File: config.mk
export PLATFORM = sky130hd
export DESIGN_NAME = dot_product_mac_flat
export DESIGN_NICKNAME = d
export VERILOG_FILES = /design/src/rtl/dot_pkg.sv /design/src/rtl/dot_product_mac_if.sv /design/src/rtl/dot_lane_mult.sv /design/src/rtl/dot_product_mac.sv /design/src/flat_wrapper.sv
export SDC_FILE = /design/constraint.sdc
export NUM_CORES = 1
export LEC_CHECK = 0
export CAP_MARGIN = 20
export CORE_MARGIN = 2
export CORE_UTILIZATION = 50
export CTS_CLUSTER_DIAMETER = 60
export DETAILED_ROUTE_END_ITERATION = 12
export MAX_ROUTING_LAYER = met4
export PLACE_DENSITY = 0.8
export SLEW_MARGIN = 20
export SYNTH_ARGS = -nofsm -noshare
export SYNTH_HDL_FRONTEND = slang
export SYNTH_SLANG_ARGS = --single-unit
File: constraint.sdc
create_clock -name clk -period 8.2 [get_ports clk]
set_input_delay 2.46 -clock clk [delete_from_list [all_inputs] [get_ports clk]]
set_output_delay 2.46 -clock clk [all_outputs]
set_load 0.03 [all_outputs]
File: src/rtl/dot_pkg.sv
// Shared types and width helpers for the dot-product MAC.
package dot_pkg;

    typedef enum logic [1:0] {
        ACCUM = 2'd0,
        DRAIN = 2'd1,
        HOLD  = 2'd2
    } state_t;

    function automatic int clog2(input int n);
        int r;
        r = 0;
        for (int i = 0; i < 31; i++) begin
            if ((32'sd1 <<< i) < n) r = i + 1;
        end
        return r;
    endfunction

    function automatic int calc_beats(input int vec_len, input int lanes);
        return vec_len / lanes;
    endfunction

    // Full-precision accumulator: product width plus growth over the vector plus a guard bit.
    function automatic int calc_accw(input int width, input int vec_len);
        return 2 * width + clog2(vec_len) + 1;
    endfunction

endpackage

File: src/rtl/dot_product_mac_if.sv
// Input beat stream and result handshake of the dot-product MAC.
interface dot_product_mac_if #(
    parameter int WIDTH = 16,
    parameter int LANES = 2
);
    logic                     in_valid;
    logic                     in_ready;
    logic [LANES*WIDTH-1:0]   in_a;
    logic [LANES*WIDTH-1:0]   in_b;
    logic                     out_valid;
    logic                     out_ready;
    logic [WIDTH-1:0]         out_data;
    logic                     out_ovf;

    modport master (
        output in_valid, in_a, in_b, out_ready,
        input  in_ready, out_valid, out_data, out_ovf
    );

    modport slave (
        input  in_valid, in_a, in_b, out_ready,
        output in_ready, out_valid, out_data, out_ovf
    );
endinterface

File: src/rtl/dot_lane_mult.sv
// LANES parallel signed multipliers summed into one full-precision beat sum (combinational).
module dot_lane_mult
    import dot_pkg::*;
#(
    parameter int WIDTH = 16,
    parameter int LANES = 2,
    localparam int PW   = 2 * WIDTH,
    localparam int SW   = PW + clog2(LANES)
) (
    input  logic [LANES*WIDTH-1:0] a,
    input  logic [LANES*WIDTH-1:0] b,
    output logic signed [SW-1:0]   sum
);

    logic signed [PW-1:0] prod [LANES];

    for (genvar i = 0; i < LANES; i++) begin : g_lane
        assign prod[i] = PW'($signed(a[i*WIDTH +: WIDTH])) * PW'($signed(b[i*WIDTH +: WIDTH]));
    end

    always_comb begin
        sum = '0;
        for (int i = 0; i < LANES; i++) begin
            sum = sum + SW'(prod[i]);
        end
    end

endmodule

File: src/rtl/dot_product_mac.sv
// Streaming fixed-point dot product: beat product register, accumulator, rescale and result register.
// Define DOT_SAT_EN to saturate the rescaled result (and flag out_ovf) instead of wrapping.
module dot_product_mac
    import dot_pkg::*;
#(
    parameter int WIDTH   = 16,
    parameter int FRAC    = 8,
    parameter int LANES   = 2,
    parameter int VEC_LEN = 4
) (
    input  logic              clk,
    input  logic              rst_n,
    dot_product_mac_if.slave  bus
);

    localparam int BEATS = calc_beats(VEC_LEN, LANES);
    localparam int PW    = 2 * WIDTH;
    localparam int SW    = PW + clog2(LANES);
    localparam int ACCW  = calc_accw(WIDTH, VEC_LEN);
    localparam int CW    = (BEATS > 1) ? clog2(BEATS) : 1;

    state_t                  state, state_next;
    logic [CW-1:0]           cnt;
    logic                    s1_valid;
    logic signed [SW-1:0]    lane_sum;
    logic signed [ACCW-1:0]  s1_sum;
    logic signed [ACCW-1:0]  acc;
    logic [WIDTH-1:0]        data_q, res_data;
    logic                    ovf_q, res_ovf;
    logic                    in_fire, out_fire, last_beat, load_result;

    dot_lane_mult #(.WIDTH(WIDTH), .LANES(LANES)) u_lane_mult (
        .a   (bus.in_a),
        .b   (bus.in_b),
        .sum (lane_sum)
    );

    assign last_beat = (cnt == CW'(BEATS - 1));
    assign in_fire   = bus.in_valid && (state == ACCUM);
    assign out_fire  = bus.out_ready && (state == HOLD);

    always_ff @(posedge clk) begin
        if (!rst_n) state <= ACCUM;
        else        state <= state_next;
    end

    // DRAIN waits while the last product is still in stage 1, then loads the result from the settled acc.
    always_comb begin
        state_next    = state;
        bus.in_ready  = 1'b0;
        bus.out_valid = 1'b0;
        load_result   = 1'b0;
        case (state)
            ACCUM: begin
                bus.in_ready = 1'b1;
                if (bus.in_valid && last_beat) state_next = DRAIN;
            end
            DRAIN: begin
                if (!s1_valid) begin
                    load_result = 1'b1;
                    state_next  = HOLD;
                end
            end
            HOLD: begin
                bus.out_valid = 1'b1;
                if (bus.out_ready) state_next = ACCUM;
            end
            default: state_next = ACCUM;
        endcase
    end

`ifdef DOT_SAT_EN
    logic signed [ACCW-1:0] shifted;
    localparam logic signed [ACCW-1:0] MAX_V = {{(ACCW-WIDTH+1){1'b0}}, {(WIDTH-1){1'b1}}};
    localparam logic signed [ACCW-1:0] MIN_V = {{(ACCW-WIDTH+1){1'b1}}, {(WIDTH-1){1'b0}}};

    always_comb begin
        shifted  = acc >>> FRAC;
        res_data = shifted[WIDTH-1:0];
        res_ovf  = 1'b0;
        if (shifted > MAX_V) begin
            res_data = {1'b0, {(WIDTH-1){1'b1}}};
            res_ovf  = 1'b1;
        end else if (shifted < MIN_V) begin
            res_data = {1'b1, {(WIDTH-1){1'b0}}};
            res_ovf  = 1'b1;
        end
    end
`else
    always_comb begin
        res_data = WIDTH'(acc >>> FRAC);
        res_ovf  = 1'b0;
    end
`endif

    always_ff @(posedge clk) begin
        if (!rst_n) begin
            cnt      <= '0;
            s1_valid <= 1'b0;
            s1_sum   <= '0;
            acc      <= '0;
            data_q   <= '0;
            ovf_q    <= 1'b0;
        end else begin
            s1_valid <= in_fire;
            if (in_fire) begin
                s1_sum <= ACCW'(lane_sum);
                cnt    <= last_beat ? '0 : cnt + 1'b1;
            end
            if (s1_valid) acc <= acc + s1_sum;
            if (load_result) begin
                data_q <= res_data;
                ovf_q  <= res_ovf;
            end
            // Handshake starts the next vector from a clean accumulator.
            if (out_fire) begin
                acc      <= '0;
                cnt      <= '0;
                s1_valid <= 1'b0;
            end
        end
    end

    assign bus.out_data = data_q;
    assign bus.out_ovf  = ovf_q;

endmodule

File: src/flat_wrapper.sv
// flat-port wrapper written by rule: the top's interface ports become plain ports
module dot_product_mac_flat import dot_pkg::*;
#(
    parameter int WIDTH   = 16,
    parameter int FRAC    = 8,
    parameter int LANES   = 2,
    parameter int VEC_LEN = 4
)
  (clk, rst_n, bus_in_valid, bus_in_a, bus_in_b, bus_out_ready, bus_in_ready, bus_out_valid, bus_out_data, bus_out_ovf);
  dot_product_mac_if #(.WIDTH(WIDTH), .LANES(LANES)) bus_i ();
  input  logic clk;
  input  logic rst_n;
  input wire logic [$bits(bus_i.in_valid)-1:0] bus_in_valid;
  input wire logic [$bits(bus_i.in_a)-1:0] bus_in_a;
  input wire logic [$bits(bus_i.in_b)-1:0] bus_in_b;
  input wire logic [$bits(bus_i.out_ready)-1:0] bus_out_ready;
  output wire logic [$bits(bus_i.in_ready)-1:0] bus_in_ready;
  output wire logic [$bits(bus_i.out_valid)-1:0] bus_out_valid;
  output wire logic [$bits(bus_i.out_data)-1:0] bus_out_data;
  output wire logic [$bits(bus_i.out_ovf)-1:0] bus_out_ovf;
  assign bus_i.in_valid = bus_in_valid;
  assign bus_i.in_a = bus_in_a;
  assign bus_i.in_b = bus_in_b;
  assign bus_i.out_ready = bus_out_ready;
  assign bus_in_ready = bus_i.in_ready;
  assign bus_out_valid = bus_i.out_valid;
  assign bus_out_data = bus_i.out_data;
  assign bus_out_ovf = bus_i.out_ovf;
  dot_product_mac #(.WIDTH(WIDTH), .FRAC(FRAC), .LANES(LANES), .VEC_LEN(VEC_LEN)) u_core (.clk(clk), .rst_n(rst_n), .bus(bus_i));
endmodule
# --- Word level (Yosys, flattened, before mapping) ---
# Index checks and enable logic that the tools add are counted.
totals:
  reg_bits: 88
  input_bits: 68
op_classes:
  add_sub_neg: 3
  multipliers: 2
  eq_ne: 5
  n_mux: 9
  bitwise: 1
  n_reduce_logical: 6
op_table:
  columns: ["op", "count"]
  rows:
  - ["16-bit by 16-bit multiplier with 32-bit output", 2]
  - ["35-bit by 33-bit adder with 35-bit output", 1]
  - ["32-bit by 32-bit adder with 33-bit output", 1]
  - ["2-bit 2-to-1 mux", 3]
  - ["2-bit != test (second input constant)", 3]
  - ["2-bit case mux with 3 select lines", 1]
  - ["1-bit 2-to-1 mux", 5]
  - ["1-bit logical AND", 3]
  - ["3-bit AND reduction", 1]
  - ["2-bit by 1-bit equality test with 1-bit output (second input constant)", 1]
  - ["2-bit equality test (second input constant)", 1]
  - ["2-bit logical NOT", 1]
  - ["2-bit OR reduction", 1]
  - ["1-bit adder (second input constant)", 1]
  - ["1-bit NOT", 1]

# --- Logic depth before layout (Yosys ltp) ---
depth:
  depth_word: 3
  depth_mapped: 26
  depth_no_buf: 25

# --- Hierarchy ---
# From an unflattened synthesis, not the netlist that was laid out.
hier_totals:
  hier_cells: 2592
  area_unflattened_um2: 23729.0
by_module_without_submodules:
  columns: ["module", "instances", "cells_each", "area_per_inst_um2", "seq_area_each_um2"]
  rows:
  - ["dot_lane_mult", 1, 2121, 19951.6, 0.0]
  - ["dot_product_mac", 1, 471, 3777.4, 1361.3]

# --- Worst setup path before layout ---
# OpenSTA, ideal clock, no wires.
synth_timing:
  path_type: "input -> register"
  start: "in bus_in_b[8]"
  end: "reg u_core.s1_sum[23]"
  setup_ns: 0.067
  arrival_time_ns: 8.684
  setup_slack_ns: -0.551
  path_stages: 24
  path_buffers: 1
  path_cell_list: "clkbuf_1 > nand2_1 > fa_1 > inv_1 > fa_1 > inv_1 > fa_1 > inv_1 > fa_1 > fa_1 > fa_1 > fa_1 > inv_1 > fa_1 > inv_1 > ha_1 > a21oi_1 > o221ai_1 > a31oi_1 > o211ai_1 > a41oi_1 > xnor2_1 > nand2_1 > a21oi_2"
synth_between:
  elab_chain_cells: 2
synth_lines:
  columns: ["element", "line", "text"]
  rows:
  - ["from (decl)", "flat_wrapper.sv:15", "input wire logic [$bits(bus_i.in_b)-1:0] bus_in_b;"]
  - ["16-bit by 16-bit multiplier with 32-bit output", "dot_lane_mult.sv:18", "assign prod[i] = PW'($signed(a[i*WIDTH +: WIDTH])) * PW'($signed(b[i*WIDTH +: WIDTH]));"]
  - ["32-bit by 32-bit adder with 33-bit output", "dot_lane_mult.sv:24", "sum = sum + SW'(prod[i]);"]
  - ["to (signal assigned)", "dot_product_mac.sv:107", "s1_sum <= ACCW'(lane_sum);"]
  - ["to (decl)", "dot_product_mac.sv:26", "logic signed [ACCW-1:0] s1_sum;"]
# Every way passes these cells.
# A chain may end at the register's enable or synchronous reset.

# --- Final worst setup path ---
layout_timing:
  start: "in bus_in_b[27]"
  end: "reg u_core.s1_sum[23]"
# Same word-level chain as after synthesis.

==> results.json <==
{
  "status": "complete, but fails checks",
  "violations": "setup timing",
  "worstMarginPinSlew_ns": 0.859,
  "placed_cell_area_um2": 21800,
  "syn_avg_cell_area_um2": 8.93,
  "viasPerCell": 5.09,
  "synth_ff_type": "dfxtp_1",
  "htree_levels": 3,
  "grt_overflow": 0,
  "cts_tree": "yes",
  "setup_viol": 11,
  "cp.required_ns": 8.47,
  "drt_iter0_markers": 775,
  "vias": 14700,
  "hold_viol_final": 0,
  "cp_data_arrival_time_ns": 8.78,
  "place.gp.congestion": 0.957,
  "ys_seq_area_frac": 0.0721,
  "netlist-cell-type-count": 59,
  "dr.pass1.iters": 5,
  "syn_inst": 2114,
  "place.detailed.hpwl_um": 41800,
  "synth_seq_cells": 68,
  "wl_per_cell_um": 16.9,
  "layout_common_cells": "inv_1 (468), fa_1 (385), nand2_1 (257), and2_1 (233), buf_4 (200)",
  "grt_pass1_wl_um": 79700,
  "rsz0062_at_grt": "yes",
  "worst_slack_ns": -0.308,
  "portBuffers": 85,
  "nets": 3001,
  "clockBufferDepth": 2,
  "layout_commonest_cell": "inv_1",
  "critPathMaxFanout": 6,
  "antenna_found_initial": 0,
  "postCtsHoldBufs": 0,
  "slew_violations": 0,
  "finalCritPeriodShare": 1.04,
  "antenna_cells": 0,
  "cp-start-kind": "primary input",
  "grt_use_total": 0.267,
  "start_util": 0.505,
  "setup_tns_ns": -1.94,
  "area_growth_pct": 21.0,
  "drv_cap": 0,
  "max_freq_ghz": 0.118,
  "grt_pass1_vias": 16000,
  "drc": 0,
  "pre_cts_ws_ns": -1.12,
  "end_kind": "register",
  "fill_cells": 2959,
  "async_reset_ff_frac": 0,
  "ant_nets": 0,
  "syn-cell-area_um2": 18900,
  "clk_latency_ns": 0.34,
  "fp.dieH_um": 198,
  "root_buffer": "clkbuf_16",
  "final_cell_area_um2": 22900,
  "ios": 87,
  "routed_wirelength_um": 48800,
  "drive_gt1_frac": 0.183,
  "rows": 71,
  "ys.warnings.count": 0,
  "synthesis.nets": 2749,
  "clock-sinks": 68,
  "worst_clock_skew_ns": 0.00470,
  "cts.reportedPaths.clkPinSlew_ns": 0.05,
  "synth-edff-count": 0,
  "grt_max_degree": 45,
  "die-area_um2": 39300,
  "slew_headroom": 0.426,
  "cts_inserted_buffers": 9,
  "min_path_type": "reg -> reg",
  "fin_crit_ns": 8.51,
  "fp.coreArea_um2": 37400,
  "worst-setup-path-type": "in -> reg",
  "die_width_um": 198
}
## kinds of logic after synthesis
family	count (synthesis)	share of synthesized area
simple gates	661	0.178
buf+inv	576	0.115
fa+ha+maj	567	0.540
compound gates	159	0.0529
xor+xnor	70	0.0354
flops	68	0.0721
mux	12	0.00636
other cells	1	0.000199
## Yosys cell counts (2+ instances only)
master | count | area, µm²
clkbuf_1 | 80 | 300
nor2b_1 | 5 | 31.3
xor2_1 | 11 | 96.3
nand3b_1 | 11 | 82.6
a21oi_1 | 66 | 330
and3_1 | 6 | 37.5
or3_1 | 8 | 50.1
ha_1 | 153 | 1910
xnor2_1 | 55 | 482
nand3_1 | 18 | 90.1
inv_1 | 490 | 1840
o21bai_1 | 6 | 45.0
nand4_1 | 2 | 12.5
nand2b_1 | 21 | 131
nor2_1 | 43 | 161
a211oi_1 | 10 | 75.1
dfxtp_1 | 68 | 1360
buf_4 | 2 | 15.0
o21ai_1 | 2 | 10.0
fa_1 | 414 | 8290
xnor3_1 | 4 | 90.1
nand2_1 | 263 | 987
a31oi_1 | 4 | 25.0
mux2i_1 | 12 | 120
nor3b_1 | 4 | 30.0
a21boi_0 | 3 | 22.5
a21o_1 | 15 | 113
o211ai_1 | 5 | 37.5
and2_1 | 261 | 1630
a2111oi_0 | 2 | 17.5
o21ai_0 | 24 | 120
buf_2 | 2 | 10.0
o21a_1 | 7 | 52.6
nor3_1 | 12 | 60.1
## sequential cells by signal, indices dropped and copies added, names as in the netlist
name	flops
u_core.s1_valid	1
u_core.cnt	1
u_core.state	2
u_core.acc	24
u_core.s1_sum	24
u_core.bus.out_data	16
## path summary, 6_finish.rpt
| kind | startpoint | to | slack (ns) | cells after the start |
|---|---|---|---|---|
| setup / recovery | bus_in_b[27] | u_core.s1_sum[23]$_SDFFE_PN0P_ | -0.31 | 23 |
| hold / removal | u_core.bus.out_data[9]$_SDFFE_PN0P_ | u_core.bus.out_data[9]$_SDFFE_PN0P_ | 0.45 | 2 |
| setup reg to reg | u_core.acc[0]$_SDFFE_PP0P_ | u_core.acc[14]$_SDFFE_PP0P_ | 5.14 | 11 |
| hold reg to reg | u_core.bus.out_data[9]$_SDFFE_PN0P_ | u_core.bus.out_data[9]$_SDFFE_PN0P_ | 0.45 | 2 |
## per-stage QoR
step / cells / util / hold WS [ns]
6_report: 2882 / 0.611 / 0.453
5_1_grt: 2882 / 0.611 / 0.470
4_1_cts: 2882 / 0.607 / 0.454
3_5_place_dp: 2824 / 0.582 / 0.447
3_3_place_gp: 2824 / 0.582 / 0.442
2_1_floorplan: 2114 / - / 0.436
## repair_timing
action                                  CTS  global route
pin swaps                               115           125
setup buffers                            37             5
resized for setup                       257           108
endpoints found under the setup margin   14            14
cloned                                    6             0
## area by class of cell
class                           count  area, µm²  share of cell area
Clock buffer                       10        229              0.0100
Clock inverter                      6       88.8             0.00389
Inverter                          491       1840              0.0806
Multi-Input combinational cell   1470      16000               0.698
Sequential cell                    68       1360              0.0596
Tap cell                          511        639              0.0280
Timing Repair Buffer              326       2740               0.120
## critical path, stage by stage
cell           delay [ns]
dlygate4sd2_1        0.25
buf_6                0.12
buf_4                0.16
and2_1               0.18
fa_1                 0.49
inv_1                0.06
fa_1                 0.52
inv_1                0.05
fa_2                 0.57
fa_2                 0.45
fa_2                 0.57
fa_2                 0.45
fa_1                 0.49
inv_1                0.05
fa_2                 0.53
inv_1                0.07
ha_4                 0.27
nand4_1              0.10
o211ai_1             0.33
a41oi_2              0.21
xnor2_2              0.17
nand2_1              0.09
a21oi_2              0.12
## routing by layer
metal	GRT usage	wire, µm
met2	0.472	25300
met1	0.317	19300
met3	0.0293	2390
met5	-	0
met4	0.0916	1780
Power is not shown: default switching activity piles up to over one toggle a cycle in this logic, so the estimate is an artifact.
